[src/rtl/gridworld_env_if.sv]
// Action/result handshake bundle between the DQN agent and the grid-world environment.
// The agent drives the master side and the environment implements the slave side.
interface gridworld_env_if #(
    parameter int unsigned ST_W = 4,
    parameter int unsigned SC_W = 4,
    parameter int unsigned RW   = 8
);
    logic                   ep_start;
    logic                   act_valid;
    logic [1:0]             act;
    logic                   act_ready;
    logic                   res_valid;
    logic                   res_ready;
    logic [ST_W-1:0]        st;
    logic [ST_W-1:0]        st1;
    logic signed [RW-1:0]   reward;
    logic                   blocked;
    logic                   done_goal;
    logic                   truncated;
    logic [SC_W-1:0]        step_cnt;

    modport master (
        output ep_start, act_valid, act, res_ready,
        input  act_ready, res_valid, st, st1, reward, blocked, done_goal, truncated, step_cnt
    );

    modport slave (
        input  ep_start, act_valid, act, res_ready,
        output act_ready, res_valid, st, st1, reward, blocked, done_goal, truncated, step_cnt
    );
endinterface

[src/rtl/gridworld_env.sv]
// Parametrised grid-world environment: accepts one action per step, returns next state,
// signed reward and episode-end flags with a one-cycle result latency.
module gridworld_env #(
    parameter int ROWS        = 3,
    parameter int COLS        = 3,
    parameter int START_ST    = 1,
    parameter int GOAL_ST     = 9,
    parameter logic [ROWS*COLS-1:0] OBST_MASK = '0,
    parameter int MAX_STEPS   = 14,
    parameter int RW          = 8,
    parameter int GOAL_REWARD = 10,
    parameter int STEP_REWARD = -1,
    parameter int WALL_REWARD = -2,
    localparam int ST_W       = $clog2(ROWS*COLS+1),
    localparam int SC_W       = $clog2(MAX_STEPS+1)
) (
    input logic            clk,
    input logic            rst,
    gridworld_env_if.slave bus
);

    localparam int N  = ROWS * COLS;
    localparam int NP = 1 << ST_W;

    typedef logic [NP-1:0] mask_t;

    // Per-state edge masks indexed by the 1-based state; built at elaboration.
    function automatic mask_t edge_mask(input int kind);
        mask_t m;
        m = '0;
        for (int s = 1; s <= N; s++) begin
            int r;
            int c;
            r = (s - 1) / COLS;
            c = (s - 1) % COLS;
            case (kind)
                0:       m[ST_W'(s)] = (c == COLS - 1);
                1:       m[ST_W'(s)] = (r == 0);
                2:       m[ST_W'(s)] = (c == 0);
                3:       m[ST_W'(s)] = (r == ROWS - 1);
                default: m[ST_W'(s)] = 1'b0;
            endcase
        end
        return m;
    endfunction

    localparam mask_t RIGHT_M = edge_mask(0);
    localparam mask_t TOP_M   = edge_mask(1);
    localparam mask_t LEFT_M  = edge_mask(2);
    localparam mask_t BOT_M   = edge_mask(3);
    localparam mask_t OBST_PAD = NP'({OBST_MASK, 1'b0});

    localparam logic [ST_W-1:0] ST_ONE  = ST_W'(1);
    localparam logic [ST_W-1:0] COLS_W  = ST_W'(COLS);
    localparam logic [ST_W-1:0] START_W = ST_W'(START_ST);
    localparam logic [ST_W-1:0] GOAL_W  = ST_W'(GOAL_ST);
    localparam logic [SC_W-1:0] SC_ONE  = SC_W'(1);
    localparam logic [SC_W-1:0] LAST_SC = SC_W'(MAX_STEPS - 1);
    localparam logic [RW-1:0]   GOAL_R  = RW'(GOAL_REWARD);
    localparam logic [RW-1:0]   STEP_R  = RW'(STEP_REWARD);
    localparam logic [RW-1:0]   WALL_R  = RW'(WALL_REWARD);

    typedef enum logic [1:0] {
        StIdle    = 2'd0,
        StWaitAct = 2'd1,
        StResult  = 2'd2
    } state_e;

    state_e          state_q, state_d;
    logic [ST_W-1:0] st_q, st_d;
    logic [ST_W-1:0] st1_q, st1_d;
    logic [SC_W-1:0] step_q, step_d;
    logic [RW-1:0]   reward_q, reward_d;
    logic            res_valid_q, res_valid_d;
    logic            blocked_q, blocked_d;
    logic            goal_q, goal_d;
    logic            trunc_q, trunc_d;

    logic [ST_W-1:0] tgt;
    logic            edge_hit;
    logic            stay;
    logic [ST_W-1:0] move_st;
    logic            move_goal;
    logic            move_trunc;
    logic [RW-1:0]   move_reward;

    // Candidate target may wrap when edge_hit is set; it is discarded in that case.
    always_comb begin
        tgt      = st_q;
        edge_hit = 1'b0;
        unique case (bus.act)
            2'd0: begin edge_hit = RIGHT_M[st_q]; tgt = st_q + ST_ONE; end
            2'd1: begin edge_hit = TOP_M[st_q];   tgt = st_q - COLS_W; end
            2'd2: begin edge_hit = LEFT_M[st_q];  tgt = st_q - ST_ONE; end
            2'd3: begin edge_hit = BOT_M[st_q];   tgt = st_q + COLS_W; end
        endcase
        stay        = edge_hit | OBST_PAD[tgt];
        move_st     = stay ? st_q : tgt;
        move_goal   = (move_st == GOAL_W);
        move_trunc  = ~move_goal & (step_q == LAST_SC);
        move_reward = move_goal ? GOAL_R : (stay ? WALL_R : STEP_R);
    end

    always_comb begin
        state_d     = state_q;
        st_d        = st_q;
        st1_d       = st1_q;
        step_d      = step_q;
        reward_d    = reward_q;
        res_valid_d = res_valid_q;
        blocked_d   = blocked_q;
        goal_d      = goal_q;
        trunc_d     = trunc_q;

        if (bus.ep_start) begin
            state_d     = StWaitAct;
            st_d        = START_W;
            st1_d       = START_W;
            step_d      = '0;
            reward_d    = '0;
            res_valid_d = 1'b0;
            blocked_d   = 1'b0;
            goal_d      = 1'b0;
            trunc_d     = 1'b0;
        end else begin
            unique case (state_q)
                StIdle: ;
                StWaitAct: begin
                    if (bus.act_valid) begin
                        st1_d       = move_st;
                        reward_d    = move_reward;
                        blocked_d   = stay;
                        goal_d      = move_goal;
                        trunc_d     = move_trunc;
                        res_valid_d = 1'b1;
                        state_d     = StResult;
                    end
                end
                StResult: begin
                    if (bus.res_ready) begin
                        st_d        = st1_q;
                        step_d      = step_q + SC_ONE;
                        res_valid_d = 1'b0;
                        state_d     = (goal_q | trunc_q) ? StIdle : StWaitAct;
                    end
                end
                default: state_d = StIdle;
            endcase
        end
    end

    always_ff @(posedge clk or posedge rst) begin
        if (rst) begin
            state_q     <= StIdle;
            st_q        <= START_W;
            st1_q       <= START_W;
            step_q      <= '0;
            reward_q    <= '0;
            res_valid_q <= 1'b0;
            blocked_q   <= 1'b0;
            goal_q      <= 1'b0;
            trunc_q     <= 1'b0;
        end else begin
            state_q     <= state_d;
            st_q        <= st_d;
            st1_q       <= st1_d;
            step_q      <= step_d;
            reward_q    <= reward_d;
            res_valid_q <= res_valid_d;
            blocked_q   <= blocked_d;
            goal_q      <= goal_d;
            trunc_q     <= trunc_d;
        end
    end

    assign bus.act_ready = (state_q == StWaitAct) & ~bus.ep_start;
    assign bus.res_valid = res_valid_q;
    assign bus.st        = st_q;
    assign bus.st1       = st1_q;
    assign bus.reward    = reward_q;
    assign bus.blocked   = blocked_q;
    assign bus.done_goal = goal_q;
    assign bus.truncated = trunc_q;
    assign bus.step_cnt  = step_q;

endmodule

[src/flat_wrapper.sv]
// flat-port wrapper written by rule: the top's interface ports become plain ports
module gridworld_env_flat 
#(
    parameter int ROWS        = 3,
    parameter int COLS        = 3,
    parameter int START_ST    = 1,
    parameter int GOAL_ST     = 9,
    parameter logic [ROWS*COLS-1:0] OBST_MASK = '0,
    parameter int MAX_STEPS   = 14,
    parameter int RW          = 8,
    parameter int GOAL_REWARD = 10,
    parameter int STEP_REWARD = -1,
    parameter int WALL_REWARD = -2,
    localparam int ST_W       = $clog2(ROWS*COLS+1),
    localparam int SC_W       = $clog2(MAX_STEPS+1)
)
  (clk, rst, bus_ep_start, bus_act_valid, bus_act, bus_res_ready, bus_act_ready, bus_res_valid, bus_st, bus_st1, bus_reward, bus_blocked, bus_done_goal, bus_truncated, bus_step_cnt);
  gridworld_env_if #(.ST_W(($clog2((ROWS * COLS) + 1))), .SC_W(($clog2(MAX_STEPS + 1))), .RW(RW)) bus_i ();
  input logic clk;
  input logic rst;
  input wire logic [$bits(bus_i.ep_start)-1:0] bus_ep_start;
  input wire logic [$bits(bus_i.act_valid)-1:0] bus_act_valid;
  input wire logic [$bits(bus_i.act)-1:0] bus_act;
  input wire logic [$bits(bus_i.res_ready)-1:0] bus_res_ready;
  output wire logic [$bits(bus_i.act_ready)-1:0] bus_act_ready;
  output wire logic [$bits(bus_i.res_valid)-1:0] bus_res_valid;
  output wire logic [$bits(bus_i.st)-1:0] bus_st;
  output wire logic [$bits(bus_i.st1)-1:0] bus_st1;
  output wire logic [$bits(bus_i.reward)-1:0] bus_reward;
  output wire logic [$bits(bus_i.blocked)-1:0] bus_blocked;
  output wire logic [$bits(bus_i.done_goal)-1:0] bus_done_goal;
  output wire logic [$bits(bus_i.truncated)-1:0] bus_truncated;
  output wire logic [$bits(bus_i.step_cnt)-1:0] bus_step_cnt;
  assign bus_i.ep_start = bus_ep_start;
  assign bus_i.act_valid = bus_act_valid;
  assign bus_i.act = bus_act;
  assign bus_i.res_ready = bus_res_ready;
  assign bus_act_ready = bus_i.act_ready;
  assign bus_res_valid = bus_i.res_valid;
  assign bus_st = bus_i.st;
  assign bus_st1 = bus_i.st1;
  assign bus_reward = bus_i.reward;
  assign bus_blocked = bus_i.blocked;
  assign bus_done_goal = bus_i.done_goal;
  assign bus_truncated = bus_i.truncated;
  assign bus_step_cnt = bus_i.step_cnt;
  gridworld_env #(.ROWS(ROWS), .COLS(COLS), .START_ST(START_ST), .GOAL_ST(GOAL_ST), .OBST_MASK(OBST_MASK), .MAX_STEPS(MAX_STEPS), .RW(RW), .GOAL_REWARD(GOAL_REWARD), .STEP_REWARD(STEP_REWARD), .WALL_REWARD(WALL_REWARD)) u_core (.clk(clk), .rst(rst), .bus(bus_i));
endmodule
[config.mk]
export PLATFORM = sky130hd
export DESIGN_NAME = gridworld_env_flat
export DESIGN_NICKNAME = d
export VERILOG_FILES = /design/src/rtl/gridworld_env_if.sv /design/src/rtl/gridworld_env.sv /design/src/flat_wrapper.sv
export SDC_FILE = /design/constraint.sdc
export NUM_CORES = 1
export LEC_CHECK = 0
export CAP_MARGIN = 20
export CELL_PAD_IN_SITES_DETAIL_PLACEMENT = 0
export CELL_PAD_IN_SITES_GLOBAL_PLACEMENT = 2
export CORE_ASPECT_RATIO = 1.25
export CORE_UTILIZATION = 33
export CTS_BUF_LIST = sky130_fd_sc_hd__clkbuf_2
export DETAILED_ROUTE_END_ITERATION = 7
export PLACE_DENSITY_LB_ADDON = 0.12
export SLEW_MARGIN = 20
export SYNTH_ARGS = -nofsm -noshare
export SYNTH_HDL_FRONTEND = slang
export SYNTH_SLANG_ARGS = --single-unit
[constraint.sdc]
create_clock -name clk -period 4.6 [get_ports clk]
set_clock_uncertainty 0.1 [all_clocks]
set_input_delay 0.69 -clock clk [delete_from_list [all_inputs] [get_ports clk]]
set_output_delay 0.69 -clock clk [all_outputs]
set_load 0.01 [all_outputs]
==> results.yml, run 1 <==
worst_setup_path:
  cp_slowest_stage_delay_ns: 0.51
  cp_slowest_cell: "clkdlybuf4s50_1"
  cpLargestDelayFamily: "compound AO/OA/AOI/OAI gates"
  cp_data_arrival_time_ns: 3.13
  path_buf_inv: 2
  cp_cell_sequence: "clkdlybuf4s50_1 > inv_1 > ha_1 > nor2_1 > ha_1 > a211o_1 > and3_4 > o2111ai_1 > o311ai_4 > o31ai_1"
  start_kind: "primary input"
  worst_setup_path_end_kind: "flip-flop"
  path_class: "primary input to flip-flop"
  cp_common_cell: "ha_1"
  worstPathRequired_ns: 4.75
  crit_fanout: 4
routing:
  num_vias: 1066
  dr.pass1.iters: 4
  drc_errors: 0
  routed_wl_um: 2930
  drtIter0Drc: 20
  vias_per_cell: 4.85
  drtAntennaViolNets: 0
  wl_per_cell_um: 13.3
timing:
  relSlewSlack_pct: 46.3
  tightest_slew_ns: 0.804
  rsz0062_at_grt: "false"
  finalSetupTns_ns: 0
  max_freq_mhz: 336
  setup-violations-final: 0
  timing.hold.ws_ns: 0.450
  finalHoldViolCount: 0
  maxSlewViolCount: 0
  min_period_ns: 2.97
  fin_crit_sh_pct: 64.7
logic_synthesis:
  synth_area_leaders: "dfrtp_1, ha_1, nand2_1"
  ys_seq_elements: 21
  synthFlopType: "dfrtp_1"
  synth_most_common_cell: "dfrtp_1"
  synthCells: 139
  synthArstFlopShare_pct: 100
  syn_area_sq_um: 1300
  postSynthAreaPerCell_sq_um: 9.33
  yosys.area_share.simple_pct: 19.3
  synth_cell_types: 39
  yosys_warnings: 0
  synth_compound_gate_area_share_pct: 16.0
  synth-edff-count: 0
  synth_nets: 159
  synthXorXnorAreaFrac_pct: 2.70
  synth_fa_ha_area_share_pct: 13.1
  synth_top_family_by_area: "simple AND/OR/NAND/NOR gates"
  synth_top_area_share_pct: 36.6
  yosys.area.top_type: "dfrtp_1"
  synth_common_cells: "dfrtp_1, nand2_1, nor2_1"
  yosysSeqAreaShare_pct: 40.7
  muxShareOfSynthArea_pct: 1.54
final_layout:
  antenna_cells: 0
  area_growth_syn_to_layout_pct: 27.2
  layout-drive-gt1-share_pct: 6.02
  fin_nets: 187
  ff_latch_area_sq_um: 528
  fill_cells: 390
  multiInputGateArea_sq_um: 683
floorplanning:
  initial_core_util_pct: 34.3
  pin_count: 32
  dieArea_sq_um: 4190
  die_height_um: 72.1
  core-area_sq_um: 3780
  rows: 25
  die_x_um: 58.1
worst_hold_path:
  min_path_type: "flip-flop to flip-flop"
grt:
  grt_usage_pct: 15.3
  grt_max_degree: 22
  antenna_found_initial: 0
  grt_pass1_vias: 1031
  use_met3_pct: 1.07
  grt_pass1_wl_um: 4910
  grt_use_met1_pct: 20.4
  grt_busiest_layer: "met2"
  grt-ovfl-total: 0
  grtUsageMet2_pct: 25.3
clocking:
  clockBufferDepth: 2
  cts_resized: 0
  postCtsSetupBuffers: 0
  clock_sinks: 21
  cts_tree: "done"
  cts_hold_buffers: 0
  ctsHtreeMaxLevel: 1
  clk_pin_slew_worst_paths_ns: 0.20
  cts-root-buf: "clkbuf_2"
  numCtsBuffers: 3
  insertion_delay_ns: 0.32
power:
  irDropWorstVdd_v: 0.000114
  p_leak_nw: 0.709
  p_per_area_nw_per_um2: 249
status:
  status: "finished, final reports clean"
placement:
  dpl.hpwl_um: 2220
  place.gp.congestion: 0.696
  portBuffers: 31
job:
  max_cap_violations: 0
-- where the power goes --
group | internal (W) | leakage (nW) | total [W] | switching (W)
Clock | 0.0000230 | 0.0166 | 0.0000790 | 0.0000559
Combinational | 0.0000605 | 0.416 | 0.000121 | 0.0000606
Sequential | 0.000198 | 0.276 | 0.000211 | 0.0000138
-- sequential cells by signal, indices dropped and copies added, names as in the netlist --
register              count
u_core.bus.blocked        1
u_core.bus.done_goal      1
u_core.bus.res_valid      1
u_core.bus.reward         3
u_core.bus.st             4
u_core.bus.st1            4
u_core.bus.step_cnt       4
u_core.bus.truncated      1
u_core.state_q            2
-- path summary, 6_finish.rpt --
| path | start | endpoint | slack (ns) | cells after the start |
|---|---|---|---|---|
| max | bus_act[0] | u_core.bus.truncated$_DFFE_PP0P_ | 1.63 | 10 |
| min | u_core.bus.res_valid$_DFFE_PP0P_ | u_core.bus.res_valid$_DFFE_PP0P_ | 0.45 | 2 |
| max reg2reg | u_core.bus.st[0]$_DFFE_PP1P_ | u_core.bus.st1[1]$_DFFE_PP0P_ | 2.35 | 7 |
| min reg2reg | u_core.bus.res_valid$_DFFE_PP0P_ | u_core.bus.res_valid$_DFFE_PP0P_ | 0.45 | 2 |
| max in group asynchronous | rst | u_core.bus.st1[3]$_DFFE_PP0P_ | 3.21 | 2 |
| min in group asynchronous | rst | u_core.bus.res_valid$_DFFE_PP0P_ | 0.69 | 2 |
-- per-stage QoR --
stage | instance area, sq um | power [W] | instances | util, % | setup WS, ns
2_1_floorplan | 1300 | 0.000288 | 139 | - | 1.96
3_3_place_gp | 1630 | 0.000335 | 216 | 43.1 | 1.32
3_5_place_dp | 1630 | 0.000338 | 216 | 43.1 | 1.27
4_1_cts | 1650 | 0.000419 | 220 | 43.6 | 1.63
5_1_grt | 1650 | 0.000439 | 220 | 43.6 | 1.45
6_report | 1650 | 0.000411 | 220 | 43.6 | 1.63
-- cells in the final DEF, fill, tap and decap left out, types with 3 or more instances in the layout --
cell	count
a211oi_1	3
a21oi_1	6
clkbuf_2	4
clkdlybuf4s50_1	31
dfrtp_1	19
ha_1	12
inv_1	8
nand2_1	16
nand3_1	6
nor2_1	14
nor3_1	4
o21ai_0	8
xnor2_1	3
-- cell type report --
cell class / count / share of cell area (%)
clock buffer: 4 / 1.21
inverter: 9 / 2.05
multi-input combinational: 100 / 41.4
sequential: 21 / 32.0
tap: 54 / 4.09
timing repair buffer: 32 / 19.3
-- logic make-up (layout without fill, tap and decap cells) --
group,Yosys count,count (layout)
fa+ha+maj,13,13
xor+xnor,4,4
compound gates,29,29
simple gates,52,52
buf+inv,18,45
mux,2,2
flops,21,21
-- per-layer routing --
| metal | routed length, um | vias up |
|---|---|---|
| met5 | 0 | - |
| met4 | 59 | 0 |
| met3 | 77 | 5 |
| met2 | 1450 | 30 |
| met1 | 1330 | 505 |
| li1 | - | 526 |
-- worst register-to-register path: stages, from the launching register on --
cell	delay [ns]
dfstp_2	0.68
inv_1	0.09
ha_1	0.19
nand2b_1	0.13
a22oi_1	0.24
nand3b_1	0.30
mux2i_1	0.19
a211oi_1	0.24
Note: power is estimated with default switching activity, not from simulation.
==> inputs of run 2 (changes only) <==
CORE_UTILIZATION = 27   (was 33)
clock period = 2.7 ns   (was 4.6 ns; I/O delays follow)
==> run 2 against run 1 <==
  * Register-to-register slack got worse by 1.9 ns
  * First-iteration DRC count grew to 2.6 times the previous value
  * Flip-flop and latch count unchanged
  * Final area up 7.4%
  * Final cell count is 8.2% higher
  * Critical path depth stayed put
==> results.yml, run 2 (synthesized netlist as in run 1, its figures left out) <==
status:
  status: "finished, final reports clean"
final_layout:
  postLayoutCoreUtil_pct: 39.4
  final_cell_mix: "clkdlybuf4s50_1, dfrtp_1, nand2_1, buf_4, nor2_1"
  area_growth_syn_to_layout_pct: 36.5
  final_cells: 238
  fin_nets: 201
  layout-drive-gt1-share_pct: 14.4
  final_common_cell: "clkdlybuf4s50_1"
  antenna_cells: 0
timing:
  min_period_ns: 2.59
  max_freq_mhz: 386
  relSlewSlack_pct: 42.5
  tightest_slew_ns: 0.861
  setup-violations-final: 0
  fin_crit_sh_pct: 96.0
  finalHoldViolCount: 0
  maxSlewViolCount: 0
floorplanning:
  pin_count: 32
  rows: 27
  die_height_um: 79.5
  die_x_um: 64.0
  initial_core_util_pct: 28.9
  core-area_sq_um: 4490
  dieArea_sq_um: 5090
worst_setup_path:
  path_class: "primary input to flip-flop"
  ff2ff_setup_slack_ns: 0.45
  setup.worst_path.end: "u_core.bus.done_goal$_DFFE_PP0P_"
  cp-startpoint: "bus_act[1]"
  cp_cell_sequence: "clkdlybuf4s50_1 > inv_1 > ha_1 > nor2_2 > ha_1 > a211o_1 > and3_4 > or2_4 > o311ai_4 > o211a_1"
  cp_data_arrival_time_ns: 2.77
  rr_worst_depth: 8
  start_kind: "primary input"
  cp_slowest_cell: "clkdlybuf4s50_1"
  cp_slowest_stage_delay_ns: 0.50
  worst_setup_path_end_kind: "flip-flop"
  worstPathRequired_ns: 2.88
  crit_fanout: 4
  timing.rr.start: "u_core.bus.st[0]$_DFFE_PP1P_"
  r2r-end: "u_core.bus.st1[0]$_DFFE_PP1P_"
  cp_common_cell: "ha_1"
clocking:
  clk_pin_slew_worst_paths_ns: 0.21
  clockBufferDepth: 2
  ctsHtreeMaxLevel: 1
  clock_sinks: 21
  numCtsBuffers: 3
  insertion_delay_ns: 0.31
  cts-root-buf: "clkbuf_2"
  cts_tree: "done"
job:
  max_cap_violations: 0
placement:
  place.gp.congestion: 0.677
  dp.cells: 234
  portBuffers: 31
  dpl.hpwl_um: 2490
routing:
  drtIter0Drc: 51
  routed_wl_um: 3240
  num_vias: 1117
  wl_per_cell_um: 13.6
  vias_per_cell: 4.69
  drc_errors: 0
  drtAntennaViolNets: 0
  dr.pass1.iters: 4
power:
  p_leak_nw: 0.786
  irDropWorstVdd_v: 0.000167
  power_w: 0.000735
  p_per_area_nw_per_um2: 415
grt:
  grt-ovfl-total: 0
  grt_max_degree: 22
  grt_usage_pct: 13.5
  grt_pass1_wl_um: 5240
  grt_pass1_vias: 1131
  antenna_found_initial: 0
worst_hold_path:
  min_path_type: "primary input to async pin"
run 2: cell count changes in the layout (fill, tap and decap cells not counted), sizes merged:
cell	previous run	this run
buf	1	15
clkdlybuf4s50	31	30
dlymetal6s2s	0	1
run 2: worst min-delay path by stage:
stage,startpoint,endpoint,cells after the start
after floorplan,rst,u_core.bus.blocked$_DFFE_PP0P_,1
after global placement,u_core.bus.reward[3]$_DFFE_PP0P_,u_core.bus.reward[3]$_DFFE_PP0P_,2
after detailed placement,u_core.bus.reward[3]$_DFFE_PP0P_,u_core.bus.reward[3]$_DFFE_PP0P_,2
after CTS,rst,u_core.bus.step_cnt[2]$_DFFE_PP0P_,2
after global routing,rst,u_core.state_q[1]$_DFFE_PP0P_,2
final,rst,u_core.bus.step_cnt[2]$_DFFE_PP0P_,2
run 2: power breakdown:
group          total (W)  switching, W  internal [W]
clock network   0.000137     0.0000980     0.0000392
logic           0.000238      0.000111      0.000127
registers       0.000360     0.0000234      0.000337
total           0.000735      0.000233      0.000502
run 2: critical path, delay by kind of cell:
| kind | cells | cell delay, ns |
|---|---|---|
| AND/OR/NAND/NOR | 3 | 0.55 |
| adder cells (fa/ha/maj) | 2 | 0.43 |
| buffers and inverters | 2 | 0.57 |
| AO/OA/AOI/OAI | 3 | 0.81 |
run 2: metal layers:
layer,vias to the layer above,global-route usage [%],share of wire (%)
met3,2,1.57,2.2
met2,18,26.1,55
li1,560,-,-
met1,537,14.7,42
met4,0,4.77,0.93
met5,-,0,0
run 2: final cells by class:
type                    count  area [sq um]
clock buffers               4          20.0
fillers                   477          2720
inverters                   9          33.8
multi-input cells         100           692
flip-flops and latches     21           528
well taps                  58          72.6
repair buffers             46           425
run 2: repair_timing:
| item | 4_1_cts | 5_1_grt |
|---|---|---|
| endpoints found under the hold margin | 0 | 0 |
| setup buffers | 0 | 0 |
| gates resized for setup | 0 | 3 |
| endpoints found under the setup margin | 0 | 2 |
| hold buffers | 0 | 0 |
run 2: per-stage QoR:
step                      hold WS, ns  setup TNS (ns)  cell area [sq um]  setup slack (ns)
after detailed placement        0.420           -1.40               1740            -0.325
after floorplan                 0.280               0               1300             0.343
after global routing            0.468        -0.00387               1770          -0.00387
after CTS                       0.448               0               1760            0.0334
final                           0.434               0               1770             0.109
after global placement          0.404           -1.07               1740            -0.228
